`config.mk`:
```
export PLATFORM = sky130hd
export DESIGN_NAME = axis_frame_arbiter
export DESIGN_NICKNAME = d
export VERILOG_FILES = /design/src/rtl/axis_frame_arbiter.sv
export SDC_FILE = /design/constraint.sdc
export NUM_CORES = 1
export LEC_CHECK = 0
export ABC_AREA = 1
export CAP_MARGIN = 0
export CORE_ASPECT_RATIO = 0.5
export CORE_MARGIN = 2
export CORE_UTILIZATION = 35
export CTS_CLUSTER_SIZE = 12
export DETAILED_ROUTE_END_ITERATION = 7
export PLACE_DENSITY = 0.65
export SYNTH_ARGS = -nofsm -noshare
export SYNTH_HDL_FRONTEND = slang
export SYNTH_SLANG_ARGS = --single-unit
```
`constraint.sdc`:
```
create_clock -name m_clock -period 1.7 [get_ports m_clock]
set_input_delay 0.17 -clock m_clock [delete_from_list [all_inputs] [get_ports m_clock]]
set_output_delay 0.17 -clock m_clock [all_outputs]
set_load 0.02 [all_outputs]
```
`src/rtl/axis_frame_arbiter.sv`:
```
// rtl/axis_frame_arbiter.sv - two-source frame-atomic AXIS arbiter with registered output and frame counter
module axis_frame_arbiter #(
  parameter int WIDTH = 8,
  parameter int CBITS = 16
) (
  input  logic             m_clock,
  input  logic             s_reset,
  input  logic             s0_tvalid,
  output logic             s0_tready,
  input  logic             s0_tlast,
  input  logic [WIDTH-1:0] s0_tdata,
  input  logic             s1_tvalid,
  output logic             s1_tready,
  input  logic             s1_tlast,
  input  logic [WIDTH-1:0] s1_tdata,
  output logic             m_tvalid,
  input  logic             m_tready,
  output logic             m_tlast,
  output logic [WIDTH-1:0] m_tdata,
  output logic [1:0]       grant,
  output logic [CBITS-1:0] frames
);

  typedef enum logic [1:0] {IDLE = 2'd0, GRANT0 = 2'd1, GRANT1 = 2'd2} state_t;

  state_t state;
  logic   ptr;
  logic   out_free;
  logic   accept0;
  logic   accept1;

  // Output register can take a beat when empty or draining this cycle.
  assign out_free  = !m_tvalid || m_tready;
  assign s0_tready = !s_reset && (state == GRANT0) && out_free;
  assign s1_tready = !s_reset && (state == GRANT1) && out_free;
  assign accept0   = s0_tvalid && s0_tready;
  assign accept1   = s1_tvalid && s1_tready;
  assign grant     = {state == GRANT1, state == GRANT0};

  always_ff @(posedge m_clock) begin
    if (s_reset) begin
      state    <= IDLE;
      ptr      <= 1'b0;
      m_tvalid <= 1'b0;
      m_tlast  <= 1'b0;
      m_tdata  <= '0;
      frames   <= '0;
    end else begin
      case (state)
        IDLE: begin
          // ptr=0 favours src0, ptr=1 favours src1 when both request.
          if (s0_tvalid && (!s1_tvalid || !ptr)) state <= GRANT0;
          else if (s1_tvalid)                     state <= GRANT1;
        end
        GRANT0: begin
          if (accept0 && s0_tlast) begin
            state <= IDLE;
            ptr   <= 1'b1;
          end
        end
        GRANT1: begin
          if (accept1 && s1_tlast) begin
            state <= IDLE;
            ptr   <= 1'b0;
          end
        end
        default: state <= IDLE;
      endcase

      if (accept0) begin
        m_tvalid <= 1'b1;
        m_tlast  <= s0_tlast;
        m_tdata  <= s0_tdata;
      end else if (accept1) begin
        m_tvalid <= 1'b1;
        m_tlast  <= s1_tlast;
        m_tdata  <= s1_tdata;
      end else if (m_tready) begin
        m_tvalid <= 1'b0;
      end

      if (m_tvalid && m_tready && m_tlast) frames <= frames + 1'b1;
    end
  end

endmodule

```
# == Yosys cells after proc, flatten, opt, wreduce, memory -nomap -nowiden ==
# Cells that the tools add are included.
# classes
add_sub_neg,1
n_eq_ne,5
muxes,15
reduce_logical,23
# op_table
operator,count
$add 16x1->16 const B,1
$mux 8,2
$logic_and 1x1->1,11
$mux 2,4
$mux 1,7
$pmux 2 s3,1
$reduce_and 3->1,2
$logic_not 1->1,4
$ne 2x1->1 const B,2
$reduce_bool 2->1,2
$ne 3x3->1 const B,1
$reduce_bool 3->1,1
$eq 2x1->1 const B,1
$eq 2x2->1 const B,1
$logic_not 2->1,1
$logic_or 1x1->1,2
$pmux 1 s2,1
# word_totals
regBits,29
inputBits,23
out_inout_bits,30
word_cells,50

# == Depth between registers and ports, before layout ==
# Gate-level depths: netlist (run 1).
# depth
depth_word,7
ltp_mapped,8

# == Worst setup path before layout (run 1) ==
# OpenSTA, ideal clock, no wires.
# synth_path
path_type,register -> output
from,register state[1]
to,output port s1_tready
t_arrival_ns,1.302
t_required_ns,1.530
setup_slack_ns,0.228
path_stages_with_launch,5
n_path_buf,0
cell_sequence,dfxtp_1 inv_1 nor2_1 inv_1 nor3_1
# synth_via
elab_chain_len,3
# synth_lines
element,line,rtl
start: declaration,26,state_t state;
start signal: assignment,42,state <= IDLE;
start signal: assignment,52,if (s0_tvalid && (!s1_tvalid || !ptr)) state <= GRANT0;
start signal: assignment,53,else if (s1_tvalid) state <= GRANT1;
$eq 2x2->1,--,
net grant[1],20,"output logic [1:0] grant,"
$logic_and 1x1->1 (2 in series),35,assign s1_tready = !s_reset && (state == GRANT1) && out_free;
end: declaration,13,"output logic s1_tready,"
# The timed path passes the listed nets, and every way through them passes these cells.

# == Worst setup path after layout (run 1) ==
# layout_path
from,register state[1]
to,output port grant[0]
# layout_via
elab_chain_len,1
# layout_lines
element,line,rtl
$eq 2x1->1,38,"assign grant = {state == GRANT1, state == GRANT0};"
end: declaration,20,
# Every way passes these cells.

==> results of run 1 <==
==> metal layers <==
metal  vias up  share of wire  track usage
met2        25           0.47        0.244
li1        754              -            -
met4         0         0.0085       0.0483
met5         -              0            0
met3         2          0.044       0.0520
met1       625           0.47        0.186
==> how the worst max path moves through the flow <==
| stage | from | endpoint | depth (start not counted) |
|---|---|---|---|
| after floorplan | state[1]$_SDFFE_PP0P_ | s1_tready | 4 |
| after global placement | m_tready | s1_tready | 4 |
| after detailed placement | s_reset | m_tdata[7]$_SDFFE_PP0P_ | 7 |
| after CTS | state[1]$_SDFFE_PP0P_ | grant[1] | 4 |
| after global routing | state[1]$_SDFFE_PP0P_ | grant[0] | 4 |
| final | state[1]$_SDFFE_PP0P_ | grant[0] | 4 |
==> worst reg2reg max path: stages (launching register included) <==
cell	delay, ns
dfxtp_1	0.35
inv_1	0.08
nor2_2	0.05
buf_4	0.13
nor2_1	0.14
nand3_2	0.12
nand2_4	0.15
inv_4	0.08
a21oi_1	0.14
nor2_1	0.05
==> cells in the mapped netlist <==
cell type,count
nand2_1,40
inv_1,32
dfxtp_1,29
a21oi_1,23
nor2_1,10
o21ai_0,10
o211ai_1,8
nor2_4,5
nand4_1,4
a31oi_1,3
buf_6,3
nand3_1,3
nand3_2,3
nor2_2,3
nor3_1,3
nand2_4,2
nand3_4,2
a211oi_1,1
clkbuf_1,1
ha_1,1
inv_4,1
nor3b_1,1
o21a_1,1
o21ai_1,1
o21ba_2,1
xor2_1,1
==> flip-flops by register name (all words and copies together) (netlist names) <==
| register | count |
|---|---|
| frames | 16 |
| m_tdata | 8 |
| m_tlast | 1 |
| m_tvalid | 1 |
| ptr | 1 |
| state | 2 |
==> where the power goes <==
group / leakage (nW) / internal [mW] / switching, mW
sequential: 0.234 / 0.699 / 0.0119
combinational: 0.610 / 0.122 / 0.120
clock: 0.0443 / 0.320 / 0.235
==> metrics by stage <==
stage	instances	hold slack, ns
5_1_grt	310	0.473
2_1_floorplan	192	0.351
4_1_cts	310	0.460
6_report	310	0.451
3_3_place_gp	303	0.443
3_5_place_dp	303	0.450
==> layout make-up <==
type,instances,area share
tap,54,0.0313
clock buffer,7,0.0400
multi-input combinational,126,0.328
sequential,29,0.269
inverter,33,0.0586
timing repair buffer,61,0.273
==> cell families (layout without fill, tap and decap cells) <==
kind of cell | after synthesis | count (layout) | share of synthesized area
simple gates | 76 | 76 | 0.284
flops | 29 | 29 | 0.400
xor+xnor | 1 | 1 | 0.00603
buf+inv | 37 | 101 | 0.113
compound gates | 48 | 48 | 0.189
fa+ha+maj | 1 | 1 | 0.00861
==> flow_metrics.py, run 1 <==
metrics = {
    "worst_setup_path": {
        "crit_arrival_ns": 1.41,
        "cp.buffers_inverters": 3,
        "timing.rr.start": "m_tvalid$_SDFFE_PP0P_",
        "path_max_fanout": 3,
        "r2r_slack_ns": 0.31,
        "worstSetupEndpointType": "output port",
        "crit_chain": "inv_1, nand2_1, inv_1, clkdlybuf4s50_1",
        "crit_path_max_incr_delay_ns": 0.60,
        "r2r-end": "m_tlast$_SDFFE_PP0P_",
        "cp_slowest_cell": "clkdlybuf4s50_1",
        "crit_top_cell": "inv_1",
        "ff2ff_path_depth": 9,
        "cpLargestDelayFamily": "buffers and inverters",
        "critical_path_class": "flop to output port",
        "startpoint_type": "flop",
        "crit_required_ns": 1.53,
    },
    "detailed_routing": {
        "wirelength_um": 3180,
        "drtIter0Drc": 33,
        "ant_nets": 0,
        "dr.pass1.iters": 4,
        "wl_per_cell_um": 10.3,
        "vias_per_cell": 4.54,
        "drc": 0,
        "via_count": 1406,
    },
    "synth": {
        "mappedNetlistArea_um2": 1450,
        "synth_top_area_share": 0.400,
        "synthTopCellsByArea": "dfxtp_1, nand2_1, inv_1",
        "ys_seq_elements": 29,
        "ys_warn_count": 0,
        "post_synth_num_cell_types": 26,
        "synth_largest_area_cell": "dfxtp_1",
        "postSynthCellCount": 192,
        "ys_seq_area_frac": 0.400,
        "syn-num-nets": 216,
        "syn_avg_cell_area_um2": 7.57,
    },
    "flow_run": {
        "maxCapViolCount": 0,
    },
    "finish": {
        "final_util": 0.547,
        "final_common_cell": "clkdlybuf4s50_1",
        "area_growth_pct": 48.5,
        "multiInputGateArea_um2": 708,
        "final_cell_mix": "clkdlybuf4s50_1, nand2_1, inv_1, dfxtp_1, a21oi_1",
        "fin_nets": 280,
        "layout-drive-gt1-share": 0.125,
        "final_area_um2": 2160,
        "fillers": 382,
        "antenna_cells": 0,
        "seq_area_um2": 581,
    },
    "cts": {
        "clk_latency_ns": 0.27,
        "tritoncts": "built",
        "cts_resized": 2,
        "cts_buffer_depth": 2,
        "cts_htree_levels": 2,
        "cts_setup_buffers": 0,
        "cts_root_buf": "clkbuf_8",
        "cts_made_buffers": 5,
        "cts_hold_buf": 0,
        "clock_sinks": 29,
        "path_clk_slew_ns": 0.06,
    },
    "global_route": {
        "grt_antenna_before_repair": 0,
        "grt_max_degree": 17,
        "track_usage": 0.150,
        "first_global_vias": 1290,
        "grt_overflow": 0,
        "grt_pass1_wl_um": 5590,
    },
    "floorplan": {
        "num_io_pins": 53,
        "die_area_um2": 4710,
        "rows": 16,
        "start_util": 0.368,
        "die_h_um": 49.6,
        "core-area_um2": 3940,
        "die_w_um": 95.1,
    },
    "timing": {
        "rsz0062_at_grt": "false",
        "worst_pin_slew_ns": 0.332,
        "setup_tns_ns": 0,
        "fin_crit_sh": 0.930,
        "max-slew-margin-rel": 0.779,
        "drv_slew": 0,
        "fin_skew_ns": 0.00461,
        "setup_viol": 0,
        "hold_violations": 0,
        "worst_slack_ns": 0.120,
        "finalCriticalPeriod_ns": 1.58,
        "clock.fmax_mhz": 633,
    },
    "hold_path": {
        "hold_path_class": "flop to flop",
        "min_from": "ptr$_SDFFE_PP0P_",
        "holdPathStages": 2,
        "hold_end": "ptr$_SDFFE_PP0P_",
    },
    "power_and_ir_drop": {
        "irDropWorstVdd_mv": 0.377,
        "p_leak_nw": 0.888,
        "p_per_area_nw_per_um2": 699,
        "power.total_mw": 1.51,
    },
    "run_status": {
        "status": "complete, no violations",
    },
    "placed_design": {
        "place_congestion": 0.767,
        "dpl_worst_slack_ns": 0.0241,
        "io_buffers": 52,
        "dpl-instance-area_um2": 2070,
        "dpl.hpwl_um": 2500,
    },
}
No activity file was read; power rests on OpenSTA's default activity.
==> run 2: changes to the inputs <==
- CORE_MARGIN: 2 -> default
==> flow_metrics.py, run 2 (same netlist as run 1, synthesis figures left out) <==
metrics = {
    "run_status": {
        "status": "complete, no violations",
    },
    "finish": {
        "largest_registers": "frames x16, m_tdata x8, state x2",
        "layout-drive-gt1-share": 0.125,
        "fin_nets": 279,
        "final_cell_mix": "clkdlybuf4s50_1, nand2_1, inv_1, dfxtp_1, a21oi_1",
        "final_area_um2": 2140,
        "largest_reg_flops": 16,
        "final_util": 0.544,
        "area_growth_pct": 47.6,
        "instances_no_fill": 310,
        "final_common_cell": "clkdlybuf4s50_1",
        "top_register": "frames",
        "antenna_cells": 0,
    },
    "detailed_routing": {
        "ant_nets": 0,
        "via_count": 1414,
        "vias_per_cell": 4.56,
        "dr.pass1.iters": 4,
        "wl_per_cell_um": 10.7,
        "wirelength_um": 3310,
        "drtIter0Drc": 30,
        "drc": 0,
    },
    "timing": {
        "setup_tns_ns": 0,
        "rsz0062_at_grt": "false",
        "setup_viol": 0,
        "hold_violations": 0,
        "max-slew-margin-rel": 0.754,
        "fin_skew_ns": 0.00433,
        "drv_slew": 0,
        "worst_pin_slew_ns": 0.369,
        "clock.fmax_mhz": 662,
        "worst_slack_ns": 0.190,
        "fin_crit_sh": 0.888,
        "finalCriticalPeriod_ns": 1.51,
    },
    "worst_setup_path": {
        "crit_required_ns": 1.53,
        "cpLargestDelayFamily": "buffers and inverters",
        "cp_slowest_cell": "clkdlybuf4s50_1",
        "path_max_fanout": 4,
        "critical_path_class": "flop to output port",
        "ff2ff_path_depth": 8,
        "cp.buffers_inverters": 1,
        "crit_path_max_incr_delay_ns": 0.64,
        "cp_num_cells": 1,
        "startpoint_type": "flop",
        "worstSetupEndpointType": "output port",
        "crit_arrival_ns": 1.34,
        "crit_chain": "clkdlybuf4s50_1",
    },
    "hold_path": {
        "hold_path_class": "flop to flop",
        "holdPathStages": 2,
    },
    "power_and_ir_drop": {
        "p_clk_frac": 0.367,
        "intPower_mw": 1.10,
        "swShare": 0.268,
        "pwr-share-seq": 0.473,
        "irDropWorstVdd_mv": 0.249,
        "p_sw_mw": 0.402,
        "p_per_area_nw_per_um2": 700,
        "p_leak_nw": 0.886,
        "pwr-share-comb": 0.161,
    },
    "floorplan": {
        "die_h_um": 47.6,
        "die_w_um": 93.1,
        "die_area_um2": 4430,
        "core-area_um2": 3940,
        "num_io_pins": 53,
        "start_util": 0.368,
        "rows": 16,
    },
    "cts": {
        "tritoncts": "built",
        "clk_latency_ns": 0.29,
        "cts_hold_buf": 0,
        "cts_made_buffers": 5,
        "cts_buffer_depth": 2,
        "clock_sinks": 29,
        "cts_root_buf": "clkbuf_8",
        "path_clk_slew_ns": 0.06,
        "cts_setup_buffers": 0,
        "cts_htree_levels": 2,
    },
    "placed_design": {
        "dpl-instance-area_um2": 2060,
        "place_congestion": 0.765,
        "dp.cells": 302,
        "io_buffers": 52,
        "dpl_worst_slack_ns": -0.00171,
        "dpl.hpwl_um": 2450,
    },
    "global_route": {
        "grt_pass1_wl_um": 5160,
        "grt_max_degree": 17,
        "grt_overflow": 0,
        "first_global_vias": 1171,
        "grt_antenna_before_repair": 0,
        "track_usage": 0.159,
    },
    "flow_run": {
        "maxCapViolCount": 0,
    },
}
## run 2: area by class of cell
cell class	count	area [µm²]
clock buffer	6	72.6
clock inverter	2	10.0
fill	366	1800
inverter	33	126
multi-input combinational	126	708
sequential	29	581
tap	54	67.6
timing repair buffer	60	579
## run 2: final timing paths
kind	slack (ns)	end	start
max	0.19	m_tvalid	m_tvalid$_SDFFE_PP0P_
min	0.45	ptr$_SDFFE_PP0P_	ptr$_SDFFE_PP0P_
max reg2reg	0.29	frames[12]$_SDFFE_PP0P_	frames[0]$_SDFFE_PP0P_
min reg2reg	0.45	ptr$_SDFFE_PP0P_	ptr$_SDFFE_PP0P_
## run 2: through the flow
stage / total power, mW / hold slack (ns)
final: 1.50 / 0.449
after global routing: 1.59 / 0.471
after CTS: 1.52 / 0.452
after detailed placement: 0.973 / 0.442
after global placement: 0.970 / 0.444
after floorplan: 0.850 / 0.351
## run 2: power by group through the flow
| stage | Combinational, mW | Clock [mW] | Sequential (mW) |
|---|---|---|---|
| 6_report | 0.241 | 0.551 | 0.710 |
| 5_1_grt | 0.268 | 0.607 | 0.713 |
| 4_1_cts | 0.244 | 0.568 | 0.710 |
| 3_5_place_dp | 0.248 | 0 | 0.725 |
| 3_3_place_gp | 0.245 | 0 | 0.725 |
| 2_1_floorplan | 0.112 | 0 | 0.738 |
## run 2: layer usage
| metal | global-route usage | share of wire | up-vias |
|---|---|---|---|
| li1 | - | - | 751 |
| met1 | 0.189 | 0.48 | 629 |
| met2 | 0.262 | 0.45 | 29 |
| met3 | 0.0667 | 0.044 | 5 |
| met4 | 0.0738 | 0.017 | 0 |
| met5 | 0 | 0 | - |
## run 2: what timing repair did
action | 4_1_cts | 5_1_grt
setup endpoints to repair | 3 | 1
pin swaps | 0 | 0
hold endpoints to repair | 0 | 0
resized for setup | 3 | 1
==> run 3: changes to the inputs <==
- REMOVE_ABC_BUFFERS: default -> 1
- TNS_END_PERCENT: default -> 1
==> flow_metrics.py, run 3 (same netlist as run 1, synthesis figures left out) <==
metrics = {
    "cts": {
        "cts_hold_buf": 0,
        "clk_latency_ns": 0.28,
        "path_clk_slew_ns": 0.07,
        "cts_made_buffers": 5,
        "cts_htree_levels": 2,
        "cts_root_buf": "clkbuf_8",
        "tritoncts": "built",
        "cts_buffer_depth": 2,
        "clock_sinks": 29,
        "cts_setup_buffers": 0,
    },
    "worst_setup_path": {
        "timing.rr.start": "m_tvalid$_SDFFE_PP0P_",
        "r2r_slack_ns": 0.28,
        "cp_slowest_cell": "clkdlybuf4s50_1",
        "r2r-end": "m_tlast$_SDFFE_PP0P_",
        "ff2ff_path_depth": 9,
        "crit_path_max_incr_delay_ns": 0.64,
        "cpLargestDelayFamily": "buffers and inverters",
        "crit_path_end": "m_tvalid",
        "crit_chain": "clkdlybuf4s50_1",
        "path_max_fanout": 4,
        "cp.buffers_inverters": 1,
        "worstSetupStartpoint": "m_tvalid$_SDFFE_PP0P_",
        "startpoint_type": "flop",
        "cp_num_cells": 1,
        "worstSetupEndpointType": "output port",
        "crit_required_ns": 1.53,
        "crit_arrival_ns": 1.33,
        "critical_path_class": "flop to output port",
    },
    "timing": {
        "drv_slew": 0,
        "worst_pin_slew_ns": 0.319,
        "setup_tns_ns": 0,
        "fin_skew_ns": 0.00954,
        "fin_crit_sh": 0.882,
        "finalCriticalPeriod_ns": 1.50,
        "hold_violations": 0,
        "clock.fmax_mhz": 667,
        "setup_viol": 0,
        "max-slew-margin-rel": 0.787,
        "rsz0062_at_grt": "false",
    },
    "power_and_ir_drop": {
        "pwr-share-seq": 0.393,
        "p_sw_mw": 0.406,
        "pwr-share-comb": 0.135,
        "power.total_mw": 1.81,
        "intPower_mw": 1.40,
        "p_clk_frac": 0.472,
        "p_per_area_nw_per_um2": 821,
        "p_leak_nw": 0.922,
        "swShare": 0.225,
        "irDropWorstVdd_mv": 0.422,
    },
    "finish": {
        "multiInputGateArea_um2": 708,
        "final_area_um2": 2200,
        "final_cell_mix": "clkdlybuf4s50_1, nand2_1, inv_1, dfxtp_1, a21oi_1",
        "largest_reg_flops": 16,
        "fillers": 372,
        "antenna_cells": 0,
        "area_growth_pct": 51.4,
        "largest_registers": "frames x16, m_tdata x8, state x2",
        "layout-drive-gt1-share": 0.129,
        "seq_area_um2": 581,
        "top_register": "frames",
        "final_common_cell": "clkdlybuf4s50_1",
        "fin_nets": 279,
        "final_util": 0.558,
        "instances_no_fill": 310,
    },
    "global_route": {
        "grt_overflow": 0,
        "grt_antenna_before_repair": 0,
        "track_usage": 0.150,
        "grt_max_degree": 17,
        "first_global_vias": 1144,
        "grt_pass1_wl_um": 5000,
    },
    "placed_design": {
        "io_buffers": 52,
        "dp.cells": 302,
        "dpl-instance-area_um2": 2060,
        "dpl.hpwl_um": 2520,
        "place_congestion": 0.797,
    },
    "flow_run": {
        "maxCapViolCount": 0,
    },
    "floorplan": {
        "die_w_um": 93.1,
        "core-area_um2": 3940,
        "start_util": 0.368,
        "num_io_pins": 53,
        "die_area_um2": 4430,
        "rows": 16,
        "die_h_um": 47.6,
    },
    "detailed_routing": {
        "drc": 2,
        "ant_nets": 0,
        "wirelength_um": 3300,
        "via_count": 1433,
        "vias_per_cell": 4.62,
        "drtIter0Drc": 39,
        "dr.pass1.iters": 8,
        "wl_per_cell_um": 10.7,
    },
    "run_status": {
        "violations": "DRC",
        "status": "complete, but fails checks",
    },
    "hold_path": {
        "hold_path_class": "flop to flop",
    },
}
## run 3: power by group through the flow
stage / Sequential [mW] / Combinational (mW) / Clock, mW
5_1_grt: 0.712 / 0.266 / 0.898
6_report: 0.710 / 0.243 / 0.852
3_3_place_gp: 0.725 / 0.244 / 0
2_1_floorplan: 0.738 / 0.0991 / 0
4_1_cts: 0.710 / 0.246 / 0.866
3_5_place_dp: 0.725 / 0.247 / 0
## run 3: cell type report
cell class | instances | share of cell area
Multi-Input combinational cell | 126 | 0.322
Timing Repair Buffer | 60 | 0.265
Sequential cell | 29 | 0.264
Inverter | 33 | 0.0575
Clock buffer | 5 | 0.0313
Tap cell | 54 | 0.0307
Clock inverter | 3 | 0.0296
## run 3: per-stage QoR
stage	setup WS (ns)	hold WS, ns
2_1_floorplan	0.228	0.237
4_1_cts	0.0250	0.468
6_report	0.201	0.465
5_1_grt	0.0916	0.479
3_3_place_gp	0.0223	0.444
3_5_place_dp	0.00972	0.448
## run 3: how the worst min path moves through the flow
stage / startpoint / end / depth (start not counted)
after CTS: ptr$_SDFFE_PP0P_ / ptr$_SDFFE_PP0P_ / 2
after detailed placement: ptr$_SDFFE_PP0P_ / ptr$_SDFFE_PP0P_ / 2
after global placement: ptr$_SDFFE_PP0P_ / ptr$_SDFFE_PP0P_ / 2
after floorplan: s_reset / frames[15]$_SDFFE_PP0P_ / 1
after global routing: ptr$_SDFFE_PP0P_ / ptr$_SDFFE_PP0P_ / 2
final: m_tdata[1]$_SDFFE_PP0P_ / m_tdata[1]$_SDFFE_PP0P_ / 2
## run 3: what timing repair did
item / in CTS / in global routing
pin swaps: 0 / 0
resized for setup: 2 / 2
endpoints found under the setup margin: 2 / 2
gates cloned: 0 / 0
## run 3: per-layer routing
layer / GRT usage / share of wire / up-vias
met1: 0.186 / 0.49 / 656
met2: 0.259 / 0.48 / 25
met3: 0.0476 / 0.031 / 0
li1: - / - / 752
met5: 0 / 0 / -
met4: 0.0462 / 0 / 0
